==> src/rtl/ras_stack.sv <==
// ras_stack: return-address stack for the frontend branch predictor.
// Calls push their link address and returns pop it. The top entry (entry 0)
// is presented combinationally as the predicted return target.
// Optional build macro RAS_STATS_EN adds count_o, overflow_o and underflow_o.
module ras_stack #(
    parameter int DEPTH = 2,
    parameter int VLEN  = 32
) (
    input  logic                        clk_i,
    input  logic                        rst_ni,
    input  logic                        flush_i,
    input  logic                        push_i,
    input  logic                        pop_i,
    input  logic [VLEN-1:0]             data_i,
    output logic                        ra_valid_o,
    output logic [VLEN-1:0]             ra_o
`ifdef RAS_STATS_EN
    ,
    output logic [$clog2(DEPTH+1)-1:0]  count_o,
    output logic                        overflow_o,
    output logic                        underflow_o
`endif
);

    // Decoded request after priority resolution (flush > swap > push > pop).
    typedef enum logic [2:0] {
        OP_NONE  = 3'd0,
        OP_FLUSH = 3'd1,
        OP_SWAP  = 3'd2,
        OP_PUSH  = 3'd3,
        OP_POP   = 3'd4
    } ras_op_e;

    ras_op_e         op_s;
    logic [DEPTH-1:0] valid_q;
    logic [DEPTH-1:0] valid_d;
    logic [VLEN-1:0]  addr_q [DEPTH];
    logic [VLEN-1:0]  addr_d [DEPTH];

    // Resolve the request priority into a single operation.
    always_comb begin
        op_s = OP_NONE;
        if (flush_i) begin
            op_s = OP_FLUSH;
        end else if (push_i && pop_i) begin
            op_s = OP_SWAP;
        end else if (push_i) begin
            op_s = OP_PUSH;
        end else if (pop_i) begin
            op_s = OP_POP;
        end else begin
            op_s = OP_NONE;
        end
    end

    // Next state of the stack entries; shifts keep valid bits contiguous from the top.
    always_comb begin
        valid_d = valid_q;
        addr_d  = addr_q;
        case (op_s)
            OP_FLUSH: begin
                // Addresses are left stale; only the valid bits matter.
                valid_d = {DEPTH{1'b0}};
            end
            OP_SWAP: begin
                // Coroutine call/return: replace the top, depth unchanged.
                valid_d[0] = 1'b1;
                addr_d[0]  = data_i;
            end
            OP_PUSH: begin
                // Shift down; the old bottom entry falls off silently.
                for (int i = 1; i < DEPTH; i++) begin
                    valid_d[i] = valid_q[i-1];
                    addr_d[i]  = addr_q[i-1];
                end
                valid_d[0] = 1'b1;
                addr_d[0]  = data_i;
            end
            OP_POP: begin
                // An empty stack must not change, so the shift is gated on the top.
                if (valid_q[0]) begin
                    for (int i = 0; i < DEPTH - 1; i++) begin
                        valid_d[i] = valid_q[i+1];
                        addr_d[i]  = addr_q[i+1];
                    end
                    valid_d[DEPTH-1] = 1'b0;
                    addr_d[DEPTH-1]  = {VLEN{1'b0}};
                end else begin
                    valid_d = valid_q;
                end
            end
            default: begin
                valid_d = valid_q;
            end
        endcase
    end

    // Stack storage register with asynchronous clear.
    always_ff @(posedge clk_i or negedge rst_ni) begin
        if (!rst_ni) begin
            valid_q <= {DEPTH{1'b0}};
            for (int i = 0; i < DEPTH; i++) begin
                addr_q[i] <= {VLEN{1'b0}};
            end
        end else begin
            valid_q <= valid_d;
            addr_q  <= addr_d;
        end
    end

    assign ra_valid_o = valid_q[0];
    assign ra_o       = addr_q[0];

`ifdef RAS_STATS_EN
    localparam int             CW      = $clog2(DEPTH + 1);
    localparam logic [CW-1:0]  CNT_MAX = CW'(DEPTH);
    localparam logic [CW-1:0]  CNT_ONE = CW'(1);
    localparam logic [CW-1:0]  CNT_ZERO = CW'(0);

    logic [CW-1:0] count_q;
    logic [CW-1:0] count_d;
    logic          overflow_q;
    logic          overflow_d;
    logic          underflow_q;
    logic          underflow_d;

    // Occupancy counter and one-cycle overflow/underflow event pulses.
    always_comb begin
        count_d     = count_q;
        overflow_d  = 1'b0;
        underflow_d = 1'b0;
        case (op_s)
            OP_FLUSH: begin
                count_d = CNT_ZERO;
            end
            OP_SWAP: begin
                // On an empty stack the swap acts as a plain push.
                if (count_q == CNT_ZERO) begin
                    count_d = CNT_ONE;
                end else begin
                    count_d = count_q;
                end
            end
            OP_PUSH: begin
                if (count_q == CNT_MAX) begin
                    overflow_d = 1'b1;
                end else begin
                    count_d = count_q + CNT_ONE;
                end
            end
            OP_POP: begin
                if (count_q == CNT_ZERO) begin
                    underflow_d = 1'b1;
                end else begin
                    count_d = count_q - CNT_ONE;
                end
            end
            default: begin
                count_d = count_q;
            end
        endcase
    end

    // Statistics registers with asynchronous clear.
    always_ff @(posedge clk_i or negedge rst_ni) begin
        if (!rst_ni) begin
            count_q     <= CNT_ZERO;
            overflow_q  <= 1'b0;
            underflow_q <= 1'b0;
        end else begin
            count_q     <= count_d;
            overflow_q  <= overflow_d;
            underflow_q <= underflow_d;
        end
    end

    assign count_o     = count_q;
    assign overflow_o  = overflow_q;
    assign underflow_o = underflow_q;
`endif

endmodule

==> config.mk <==
export PLATFORM = sky130hd
export DESIGN_NAME = ras_stack
export DESIGN_NICKNAME = d
export VERILOG_FILES = /design/src/rtl/ras_stack.sv
export SDC_FILE = /design/constraint.sdc
export NUM_CORES = 1
export LEC_CHECK = 0
export ABC_AREA = 1
export BUFFER_PORTS_ARGS = -buffer_cell sky130_fd_sc_hd__buf_4
export CAP_MARGIN = 20
export CORE_ASPECT_RATIO = 1.2
export CORE_MARGIN = 2
export CORE_UTILIZATION = 33
export DETAILED_ROUTE_END_ITERATION = 7
export PLACE_DENSITY = 0.53
export RECOVER_POWER = 50
export SLEW_MARGIN = 20
export SYNTH_ARGS = -nofsm -noshare
export SYNTH_HDL_FRONTEND = slang
export SYNTH_SLANG_ARGS = --single-unit
export TNS_END_PERCENT = 100
==> constraint.sdc <==
create_clock -name clk_i -period 1.5 [get_ports clk_i]
set_clock_uncertainty 0.1 [all_clocks]
set_input_delay 0.225 -clock clk_i [delete_from_list [all_inputs] [get_ports clk_i]]
set_output_delay 0.225 -clock clk_i [all_outputs]
set_load 0.005 [all_outputs]
==> impl_metrics.tcl, run 1 <==
set metrics [dict create \
    avgSynthCellArea_um2 7.741 \
    ctsHtreeMaxLevel 3 \
    worst_ep_arrival_time_ns 1.52 \
    p_leak_nw 2.290 \
    cp_slowest_cell "dfrtp_1" \
    initial_core_util 0.3373 \
    fin_crit_sh 0.9091 \
    synth_seq_cells 66 \
    crit_fanout 17 \
    reg2reg_setup_slack_ns 0.14 \
    path_clk_slew_ns 0.05 \
    synth_nets 471 \
    diodes 0 \
    die_w_um 96.11 \
    crit_path_start_kind "register" \
    dpl-instance-area_mm2 0.003879 \
    dieArea_mm2 0.01101 \
    clock_power_share 0.404 \
    yosysMostFrequentCell "nand2_1" \
    setup_viol 0 \
    power_frac_seq 0.429 \
    crit_path_end_kind "register" \
    drive_above_1_share 0.2290 \
    finalMaxSlewViolations 0 \
    max-cap-violations 0 \
    combPwrFrac 0.167 \
    p_sw_frac 0.2606 \
    yosysUniqueCellTypes 16 \
    grt_pass1_vias 2988 \
    max_stage_delay_ns 0.44 \
    routedWlPerCell_um 15.08 \
    syn_area_mm2 0.003359 \
    synth_edf_count 0 \
    ys.flop_type "dfrtp_1" \
    clkLatencyLatePin_ns 0.33 \
    first_pass_iters 8 \
    area_growth_pct 24.77 \
    nets 509 \
    hold_class "in2reg" \
    relSlewSlack 0.5190 \
    cts_tree "yes" \
    finalHoldViolations 0 \
    final.setup.tns_ns 0 \
    ir_drop_mv 0.5448 \
    final_antenna_net_count 0 \
    cts_buffers 9 \
    grt_pass1_wl_um 15180 \
    synth_area_leaders "dfrtp_1 49%, nand3_1 19%, nand2_1 18%" \
    boundaryPins 70 \
    ys_warn_count 0 \
    required_ns 1.66 \
    vias 2963 \
    hpwl_um 5906 \
    track_usage 0.1780 \
    viasPerCell 4.922 \
    synthTopCellsByCount "162 x nand2_1, 130 x nand3_1, 66 x dfrtp_1" \
    p_per_area_mw_per_mm2 1268 \
    tightest_slew_ns 0.7215 \
    cpMostUsedCell "nand2_1" \
    critPathKind "reg2reg" \
    max_freq_ghz 0.7333 \
    ctsResizeCount 0 \
    power.internal_mw 3.931 \
    ys_seq_area_frac 0.4916 \
    gr-total-overflow 0 \
    switching_power_mw 1.385 \
    crit_path_cell_trace "nand3_2 > nand2_2 > buf_12 > nand2_1 > nand2_1" \
    synth_top_area_share 0.4916 \
    drt_iter0_markers 222 \
    clockBufferDepth 2 \
    rows 40 \
    outcome "completed" \
    grt_max_degree 31 \
    cts_sinks 66 \
    synthCells 434 \
    die_y_um 114.5 \
    final_cell_area_mm2 0.004192 \
    rsz0062_at_grt "no" \
    core_area_mm2 0.009960 \
    routed_wirelength_um 9076 \
    antenna_found_initial 0 \
    async_flop_share 1.000 \
    cts_root_buf "clkbuf_16" \
    gp_congestion 0.7384 \
    drc 0 \
    io_buffers 69 \
    synth_area_leader_cell "dfrtp_1" \
    layout_min_cycle_time_ns 1.364 \
]
repair_timing:
item / CTS / global route
endpoints found under the hold margin: 24 / 0
setup buffers: 0 / 0
hold buffers: 1 / 0
final cells by class:
cell class,instances,area (um^2)
multi-input combinational,299,1313
inverter,5,18.77
fill,1039,5768
tap,126,157.7
sequential,66,1652
clock buffer,13,270.3
timing repair buffer,91,745.7
clock inverter,2,35.03
critical path, delay by kind of cell (launching register included):
kind | cells | cell delay (ns)
buffers and inverters | 1 | 0.17
AND/OR/NAND/NOR | 4 | 0.58
flip-flops | 1 | 0.44
cell families after synthesis:
group / synth area share
compound gates: 0.003724
buf+inv: 0.1207
flops: 0.4916
simple gates: 0.3840
per-layer routing:
layer	wire length, um	track usage	vias to the layer above	part of all wire
li1	-	-	1454	-
met1	4146	0.2476	1410	0.46
met4	122	0.05524	0	0.013
met5	0	0	-	0
met2	4358	0.2787	90	0.48
met3	449	0.03423	9	0.049
power by group through the flow:
stage	combinational (mW)	clock, mW	sequential (mW)
after detailed placement	0.909	0	2.31
final	0.888	2.15	2.28
after floorplan	0.633	0	2.24
after global routing	1.01	2.28	2.32
after CTS	0.913	2.19	2.28
after global placement	0.892	0	2.31
final timing paths:
path	start	to	cells after the start
min	flush_i	valid_q[0]$_DFFE_PN0P_	2
min in group asynchronous	rst_ni	ra_o[22]$_DFFE_PN0P_	2
max in group asynchronous	rst_ni	addr_q[30]$_DFFE_PN0P_	3
max reg2reg	valid_q[0]$_DFFE_PN0P_	ra_o[21]$_DFFE_PN0P_	5
max	valid_q[0]$_DFFE_PN0P_	ra_o[21]$_DFFE_PN0P_	5
min reg2reg	addr_q[15]$_DFFE_PN0P_	addr_q[15]$_DFFE_PN0P_	2
sequential cells by signal, indices dropped and copies added, names as in the netlist:
signal and cells:
valid_q 2, ra_o 32, addr_q 32
cells in the final DEF, fill, tap and decap left out, drive strengths merged:
| cell | netlist | routed |
|---|---|---|
| o21ai | 1 | 1 |
| bufinv | 0 | 1 |
| buf | 53 | 76 |
| dfrtp | 66 | 66 |
| clkbuf | 11 | 27 |
| nand3 | 130 | 130 |
| o31ai | 1 | 1 |
| dlygate4sd3 | 0 | 1 |
| nand2 | 163 | 163 |
| clkinv | 1 | 2 |
| nor2 | 4 | 4 |
| inv | 4 | 4 |
through the flow:
step	total power [mW]	hold slack (ns)	worst slack, ns	std cells	utilization
6_report	5.316	0.06509	0.1364	602	0.4209
5_1_grt	5.620	0.06850	0.03971	602	0.4209
4_1_cts	5.381	0.05318	0.1384	602	0.4211
3_5_place_dp	3.217	0.07349	0.09848	586	0.3894
3_3_place_gp	3.199	0.07754	0.1433	586	0.3894
2_1_floorplan	2.876	-0.1706	0.3204	434	-
(Power assumes the default switching activity.)
==> inputs of run 2 (changes only) <==
ABC_AREA = unset   (was 1)
==> run 2 against run 1 <==
Effect of this change: utilization increased by 0.66 points; cell count is 35% lower; register-to-register slack worse by 0.07 ns; synthesized cell count shrank 50%; via count fell by 38%; die area decreased by 1.9%; area after synthesis is 2.0% lower; global-route usage is 5.1 points lower; critical path depth down 1; routed wire length shrank 30%; final area fell by 2.0%.
==> impl_metrics.tcl, run 2 <==
set metrics [dict create \
    rr_worst_depth 4 \
    rows 39 \
    grt_pass1_wl_um 10190 \
    gr-total-overflow 0 \
    cts_root_buf "clkbuf_16" \
    path_clk_slew_ns 0.05 \
    drc 0 \
    drt_iter0_markers 31 \
    rsz0062_at_grt "no" \
    cts_buffers 9 \
    crit_path_start_kind "register" \
    first_pass_iters 4 \
    die_w_um 95.18 \
    relSlewSlack 0.4253 \
    final_cell_area_mm2 0.004109 \
    ir_drop_mv 0.6226 \
    outcome "completed" \
    crit_path_end_kind "register" \
    crit_fanout 9 \
    yosysUniqueCellTypes 18 \
    dieArea_mm2 0.01079 \
    final_antenna_net_count 0 \
    drive_above_1_share 0.6000 \
    track_usage 0.1274 \
    max_freq_ghz 0.6999 \
    synth_top_area_share 0.5017 \
    grt_max_degree 33 \
    synth_area_leader_cell "dfrtp_1" \
    crit_path_cell_trace "a21oi_1 > nor2_4 > buf_4 > mux2_4" \
    final_cell_mix "66 x dfrtp_1, 60 x buf_4, 58 x mux2_4" \
    yosysMostFrequentCell "dfrtp_1" \
    diodes 0 \
    nets 302 \
    clkLatencyLatePin_ns 0.32 \
    setup_viol 0 \
    async_flop_share 1.000 \
    grt_pass1_vias 1908 \
    tightest_slew_ns 0.8600 \
    gp_congestion 0.7150 \
    routedWlPerCell_um 16.08 \
    p_leak_nw 2.024 \
    required_ns 1.60 \
    synthCells 219 \
    avgSynthCellArea_um2 15.03 \
    reg2reg_setup_slack_ns 0.07 \
    ctsResizeCount 0 \
    die_y_um 113.4 \
    synthTopCellsByCount "66 x dfrtp_1, 58 x mux2_4, 35 x buf_4" \
    hold_class "in2reg" \
    boundaryPins 70 \
    p_per_area_mw_per_mm2 1453 \
    core_area_mm2 0.009613 \
    finalMaxSlewViolations 0 \
    finalHoldViolations 0 \
    critPathKind "reg2reg" \
    ys_seq_area_frac 0.5017 \
    fin_crit_sh 0.9525 \
    antenna_found_initial 0 \
    synth_edf_count 0 \
    synth_seq_cells 66 \
    ys_warn_count 0 \
    layout_commonest_cell "dfrtp_1" \
    io_buffers 69 \
    worst_ep_arrival_time_ns 1.53 \
    max_stage_delay_ns 0.37 \
    cts_tree "yes" \
    synth_area_leaders "dfrtp_1 50%, mux2_4 26%, a22o_1 8.5%" \
    synth_nets 256 \
    area_growth_pct 24.82 \
    whs_ns 0.03084 \
    syn_area_mm2 0.003292 \
    setup_ws_ns 0.07118 \
    vias 1845 \
    min_delay_path_depth 2 \
    pre_cts_ws_ns -0.1669 \
    cp_slowest_cell "dfrtp_1" \
    dpl-instance-area_mm2 0.003779 \
    clockBufferDepth 2 \
    routed_wirelength_um 6320 \
    layout_min_cycle_time_ns 1.429 \
    hpwl_um 4122 \
    initial_core_util 0.3424 \
    cts_setup_buffers 0 \
    ctsHtreeMaxLevel 3 \
    max-cap-violations 0 \
    cts_sinks 66 \
    ys.flop_type "dfrtp_1" \
    viasPerCell 4.695 \
]
-- run 2: changes by cell type after synthesis, sizes merged, moves of 2 or more --
cell,before,now
nand2,163,0
nand3,130,0
mux2,0,64
a22o,0,32
buf,53,40
clkbuf,11,5
inv,4,0
a21oi,0,2
-- run 2: power by group --
group | switching (mW) | total, mW | internal, mW
sequential | 0.274 | 2.44 | 2.17
clock | 0.734 | 2.32 | 1.59
combinational | 0.360 | 1.21 | 0.846
-- run 2: worst max-delay path, delay by kind of cell, from the launching register on --
kind / cells / cell delay [ns]
compound gates: 1 / 0.27
buf+inv: 1 / 0.20
mux: 1 / 0.31
flops: 1 / 0.37
simple gates: 1 / 0.07
-- run 2: final cells by class --
| type | count | area (um^2) |
|---|---|---|
| clock buffers | 12 | 266.5 |
| clock inverters | 4 | 72.57 |
| fillers | 867 | 5504 |
| multi-input cells | 108 | 1318 |
| flip-flops and latches | 66 | 1652 |
| well taps | 123 | 153.9 |
| repair buffers | 80 | 646.9 |
-- run 2: logic make-up (layout without fill, tap and decap cells) --
kind of cell / after synthesis / after routing / synth area share
DFF: 66 / 66 / 0.5017
muxes: 65 / 65 / 0.2881
buffers and inverters: 45 / 96 / 0.1041
AOI/OAI and AO/OA: 36 / 36 / 0.09274
and+or+nand+nor: 7 / 7 / 0.01331
-- run 2: routing by layer --
metal	up-vias	share of wire	GRT usage
li1	855	-	-
met3	8	0.045	0.03236
met4	0	0.016	0.05797
met1	938	0.48	0.1841
met2	44	0.46	0.1784
met5	-	0	0
-- run 2: repair_timing --
action,CTS,global route
endpoints found under the setup margin,0,0
hold buffers,1,0
endpoints found under the hold margin,22,0
-- run 2: final timing paths --
kind,end,start
max reg2reg,ra_o[10]$_DFFE_PN0P_,valid_q[0]$_DFFE_PN0P_
max in group asynchronous,addr_q[25]$_DFFE_PN0P_,rst_ni
min in group asynchronous,ra_o[24]$_DFFE_PN0P_,rst_ni
min reg2reg,addr_q[8]$_DFFE_PN0P_,addr_q[8]$_DFFE_PN0P_
max,ra_o[10]$_DFFE_PN0P_,valid_q[0]$_DFFE_PN0P_
min,valid_q[0]$_DFFE_PN0P_,flush_i
-- run 2: metrics by stage --
stage,setup TNS (ns),power (mW),cells,utilization
6_report,0,5.971,393,0.4274
5_1_grt,0,6.294,393,0.4274
4_1_cts,0,6.071,393,0.4294
3_5_place_dp,-6.611,3.721,376,0.3931
3_3_place_gp,-5.000,3.690,376,0.3931
2_1_floorplan,0,3.384,219,-
